**src/rtl/sha3_state_gather_48.sv**
```systemverilog
// sha3_state_gather_48
// Collects WORDS beats of WIDTH bits into one registered state vector.
// Beat 0 is marked by isample_first; a completed state is held on ovector
// with ovalid until the consumer takes it with oready. Framing errors
// (unframed beats and restarts mid-state) bump a saturating counter.
module sha3_state_gather_48 #(
  parameter int WIDTH = 48,
  parameter int WORDS = 34
) (
  input  logic             clk,
  input  logic             rst,
  input  logic [WIDTH-1:0] isample,
  input  logic             isample_valid,
  input  logic             isample_first,
  output logic             isample_ready,
  output logic [WIDTH-1:0] ovector [WORDS],
  output logic             ovalid,
  input  logic             oready,
  output logic [7:0]       resync_count
);

  // Index width; WORDS >= 2 keeps this at least one bit.
  localparam int CW = (WORDS > 2) ? $clog2(WORDS) : 1;

  localparam logic [CW-1:0] IDX_LAST = CW'(WORDS - 1);
  localparam logic [CW-1:0] IDX_ZERO = '0;
  localparam logic [CW-1:0] IDX_ONE  = CW'(1);
  localparam logic [7:0]    RESYNC_MAX = 8'hFF;

  // COLLECT: gathering beats, ovector not valid.
  // HOLD:    complete state presented, waiting for the consumer.
  typedef enum logic {
    COLLECT = 1'b0,
    HOLD    = 1'b1
  } state_t;

  state_t            state_q, state_d;
  logic [CW-1:0]     count_q, count_d;
  logic [7:0]        resync_q, resync_d;
  logic [WIDTH-1:0]  vec_q [WORDS];
  logic [WIDTH-1:0]  vec_d [WORDS];

  logic              accept;
  logic              out_take;
  logic              wr_en;
  logic [CW-1:0]     wr_idx;
  logic              resync_inc;

  // A beat can enter whenever the held state is absent or leaving this cycle.
  assign ovalid        = (state_q == HOLD);
  assign isample_ready = !ovalid || oready;
  assign accept        = isample_valid && isample_ready;
  assign out_take      = ovalid && oready;
  assign resync_count  = resync_q;
  assign ovector       = vec_q;

  // Next-state: framing decisions for the accepted beat and HOLD release.
  always_comb begin
    state_d    = state_q;
    count_d    = count_q;
    wr_en      = 1'b0;
    wr_idx     = IDX_ZERO;
    resync_inc = 1'b0;

    // The consumer has sampled the held state; it may be overwritten now.
    if (out_take) begin
      state_d = COLLECT;
    end

    if (accept) begin
      if (isample_first) begin
        // Start of a state; a non-zero index means the previous one was cut short.
        wr_en   = 1'b1;
        wr_idx  = IDX_ZERO;
        count_d = IDX_ONE;
        if (count_q != IDX_ZERO) begin
          resync_inc = 1'b1;
        end
      end else if (count_q == IDX_ZERO) begin
        // Beat with no frame start in front of it: drop it.
        resync_inc = 1'b1;
      end else begin
        wr_en  = 1'b1;
        wr_idx = count_q;
        if (count_q == IDX_LAST) begin
          count_d = IDX_ZERO;
          state_d = HOLD;
        end else begin
          count_d = count_q + IDX_ONE;
        end
      end
    end
  end

  // Saturating framing-error counter.
  always_comb begin
    resync_d = resync_q;
    if (resync_inc && (resync_q != RESYNC_MAX)) begin
      resync_d = resync_q + 8'd1;
    end
  end

  // Word write: only the addressed word changes, the rest keep their contents.
  always_comb begin
    for (int i = 0; i < WORDS; i++) begin
      vec_d[i] = vec_q[i];
      if (wr_en && (wr_idx == CW'(i))) begin
        vec_d[i] = isample;
      end
    end
  end

  // Control registers with asynchronous reset.
  always_ff @(posedge clk or posedge rst) begin
    if (rst) begin
      state_q  <= COLLECT;
      count_q  <= IDX_ZERO;
      resync_q <= 8'd0;
    end else begin
      state_q  <= state_d;
      count_q  <= count_d;
      resync_q <= resync_d;
    end
  end

  // State vector registers; cleared on reset so nothing stale leaks out.
  always_ff @(posedge clk or posedge rst) begin
    if (rst) begin
      for (int i = 0; i < WORDS; i++) begin
        vec_q[i] <= '0;
      end
    end else begin
      vec_q <= vec_d;
    end
  end

endmodule

```
**config.mk**
```make
export PLATFORM = sky130hd
export DESIGN_NAME = sha3_state_gather_48
export DESIGN_NICKNAME = d
export VERILOG_FILES = /design/src/rtl/sha3_state_gather_48.sv
export SDC_FILE = /design/constraint.sdc
export NUM_CORES = 2
export LEC_CHECK = 0
export CORE_AREA = 2 2 653 655
export DETAILED_ROUTE_END_ITERATION = 12
export DIE_AREA = 0 0 655 657
export GPL_TIMING_DRIVEN = 0
export SLEW_MARGIN = 20
export SYNTH_ARGS = -nofsm -noshare
export SYNTH_HDL_FRONTEND = slang
export SYNTH_SLANG_ARGS = --single-unit
```
**constraint.sdc**
```tcl
create_clock -name clk -period 72.8 [get_ports clk]
set_input_delay 10.92 -clock clk [delete_from_list [all_inputs] [get_ports clk]]
set_output_delay 10.92 -clock clk [all_outputs]
set_load 0.05 [all_outputs]
```
==> metrics <==
Port-buffer cells=1693; Vias=40900; DP Area=0.0871 mm²; post-layout min period=23700 ps; CP top delay family=buffers and inverters; die area=0.430 mm²; outcome=finished clean; fmax=42.2 MHz; Crit path top cell by count=clkdlybuf4s50_1; slowest library cell on the worst path=clkdlybuf4s50_1; Pins Over Slew Limit=0; WP buf/inv=3; worst path cell trace=clkdlybuf4s50_1, nor2b_1, clkinv_1, clkdlybuf4s50_1; Synth Flop Type=dfrtp_1; fin nets=5741; DR WL/cell=28.6 µm; clock transition at the registers of the reported paths=60 ps; FP Rows=239; Core Footprint=0.423 mm²; Cell Pwr Density=35.0 mW/mm²; hold_buf cts=0; worst setup margin=49100 ps; number of global-route vias before repair=41000; maximum vdd drop=0.0324 mV; Cell variety after synth=41; RSZ-0062 raised after global routing=false; CTS root buf=clkbuf_16; WS Path Type=in -> out; CP arrival=12780 ps; Hold Fails Final Rpt=0; post-CTS setup buffer count=0; DP Cell Count=11100; Post-CTS Resized=0; EDFF count, synth=0; gr usage total=14.8%; GPL Wtd Cong=0.800; leading area contributor after synthesis=dfrtp_1; clock buffer count from CTS=201; Hold Crit Class=reg -> reg; first-pass GRT wire length=421000 µm; Finished Layout Cells=11500; TNS Setup=0 ps; Final HPWL DP=257000 µm; Die X=655 µm; Seq cells post-synth=1647; Post-synth top cells=1647 x dfrtp_1, 1612 x mux2_2, 208 x clkbuf_1; CP Data Required Time=61880 ps; Max clock buf depth=4; Skew-Pair Late Insertion Delay=890 ps; Slew HR=18.5%; CTS sink count=1647; H-Tree Depth=4; worst-margin pin slew=1220 ps; First-pass DRT Iterations=5; Area contributors post-synth=dfrtp_1 67%, mux2_2 29%, clkbuf_1 1.3%; crit end category=output pin; Critical Path Max Stage Delay=930 ps; Ys Warns=0; Clock Skew=70.4 ps; register area share after synthesis=66.7%; Synth Area per Inst=16.5 µm²; layout cells sized above 1=37.5%; count leader, synth=dfrtp_1; cell area after layout=0.0939 mm²; Overflow after GRT=0; filler instances=45000; TritonCTS clock tree=built; routed wire length=329000 µm; Worst Setup Start Kind=input port; Area Overhead vs Synth=52.1%; worst slack, placed=49070 ps; number of vias per cell=3.54; P_leak=42.5 nW; sequential cell area=0.0412 mm²; Max Cap Viol=0; critical path peak fanout=9; Synth Instances=3733; Die Span Y=657 µm; post-synthesis cell area=0.0618 mm²; num ports=1695; DR iter-0 viols=2284; Post-synth ARST share=100%; multi-input combinational cell area=0.0192 mm²; syn_nets=3791; largest net degree at the start of global routing=103; final setup vio count=0; period utilization=32.6%; initial antenna violation count=80; Initial Util=14.6%; Synth top area share=66.7%; Post-route DRC=0; Final ANT Viol Nets=0
metal layers:
layer	up-vias	share of wire (%)	GRT usage [%]	routed length (µm)
met4	6	3.7	4.81	12300
met2	1584	52	27.3	173000
met5	-	0.0070	0	23
met1	21800	38	16.5	124000
li1	17100	-	-	-
met3	380	6.3	3.33	20800
sequential cells by signal, indices dropped and copies added (netlist names):
signal / cells
ovector: 1632
resync_count: 8
ovalid: 1
count_q: 6
report_power, final:
group | leakage (nW) | total (mW) | switching, mW | internal [mW]
sequential | 22.4 | 1.14 | 0.0747 | 1.06
combinational | 16.8 | 1.12 | 0.757 | 0.361
clock | 3.32 | 1.04 | 0.433 | 0.602
placed cells by master (no fill, tap or decap), types with 3 or more instances in the layout:
master,Yosys,final
buf_16,0,33
inv_16,0,5
clkbuf_8,0,48
nand4_1,5,5
nor2_1,18,16
buf_1,36,25
clkinv_4,0,8
buf_2,73,115
buf_12,0,16
nand2b_1,3,3
ha_1,5,5
mux2_2,1612,1612
clkbuf_16,0,201
clkbuf_2,0,74
buf_4,3,7
dfrtp_1,1647,1647
mux2_1,21,21
inv_6,0,4
clkdlybuf4s50_1,0,1659
nor2b_1,7,7
diode_2,0,30
nand2_1,12,12
a21oi_1,5,5
nand3_1,18,18
clkinv_16,0,6
clkinvlp_4,0,3
inv_1,6,5
inv_8,0,4
xor2_1,7,7
buf_8,0,3
nor4_1,4,4
bufinv_16,0,11
clkbuf_4,0,3
clkbuf_1,208,180
clkinv_2,0,22
buf_6,2,3
xnor2_1,3,3
nor3_1,10,9
through the flow:
step	power [mW]	utilization [%]	hold WS, ps
CTS	3.34	22.2	487
global placement	2.28	20.3	468
detailed placement	2.28	20.6	474
finish	3.29	22.2	486
global route	3.40	22.2	495
floorplan	1.83	-	618
kinds of logic (layout without fill, tap and decap cells):
group	after synthesis	in the layout	synth area share [%]
buffers and inverters	329	2437	2.19
flip-flops	1647	1647	66.7
other	0	30	0
XOR/XNOR	10	10	0.142
adder cells (fa/ha/maj)	5	5	0.101
AO/OA/AOI/OAI	13	13	0.188
AND/OR/NAND/NOR	96	96	0.877
multiplexers	1633	1633	29.8
worst paths after layout:
path                                     startpoint                   endpoint  slack, ps  cells after the start
max                                          oready              isample_ready      49100                      4
min                        ovector[444]$_DFFE_PP0P_   ovector[444]$_DFFE_PP0P_        490                      1
max reg2reg                  count_q[0]$_DFFE_PP0P_  ovector[1445]$_DFFE_PP0P_      67910                     12
min reg2reg                ovector[444]$_DFFE_PP0P_   ovector[444]$_DFFE_PP0P_        490                      1
max in group asynchronous                       rst   ovector[958]$_DFFE_PP0P_      58860                      9
min in group asynchronous                       rst   ovector[179]$_DFFE_PP0P_      10530                      2
area by class of cell:
cell class / instances / area share (%)
diodes: 30 / 0.0799
repair buffers: 1747 / 19.2
plain buffers: 322 / 1.55
well taps: 5663 / 7.54
multi-input cells: 1757 / 20.5
clock inverters: 63 / 0.956
flip-flops and latches: 1647 / 43.9
clock buffers: 298 / 6.25
inverters: 7 / 0.0360
Power figures use the tool's default switching activity.
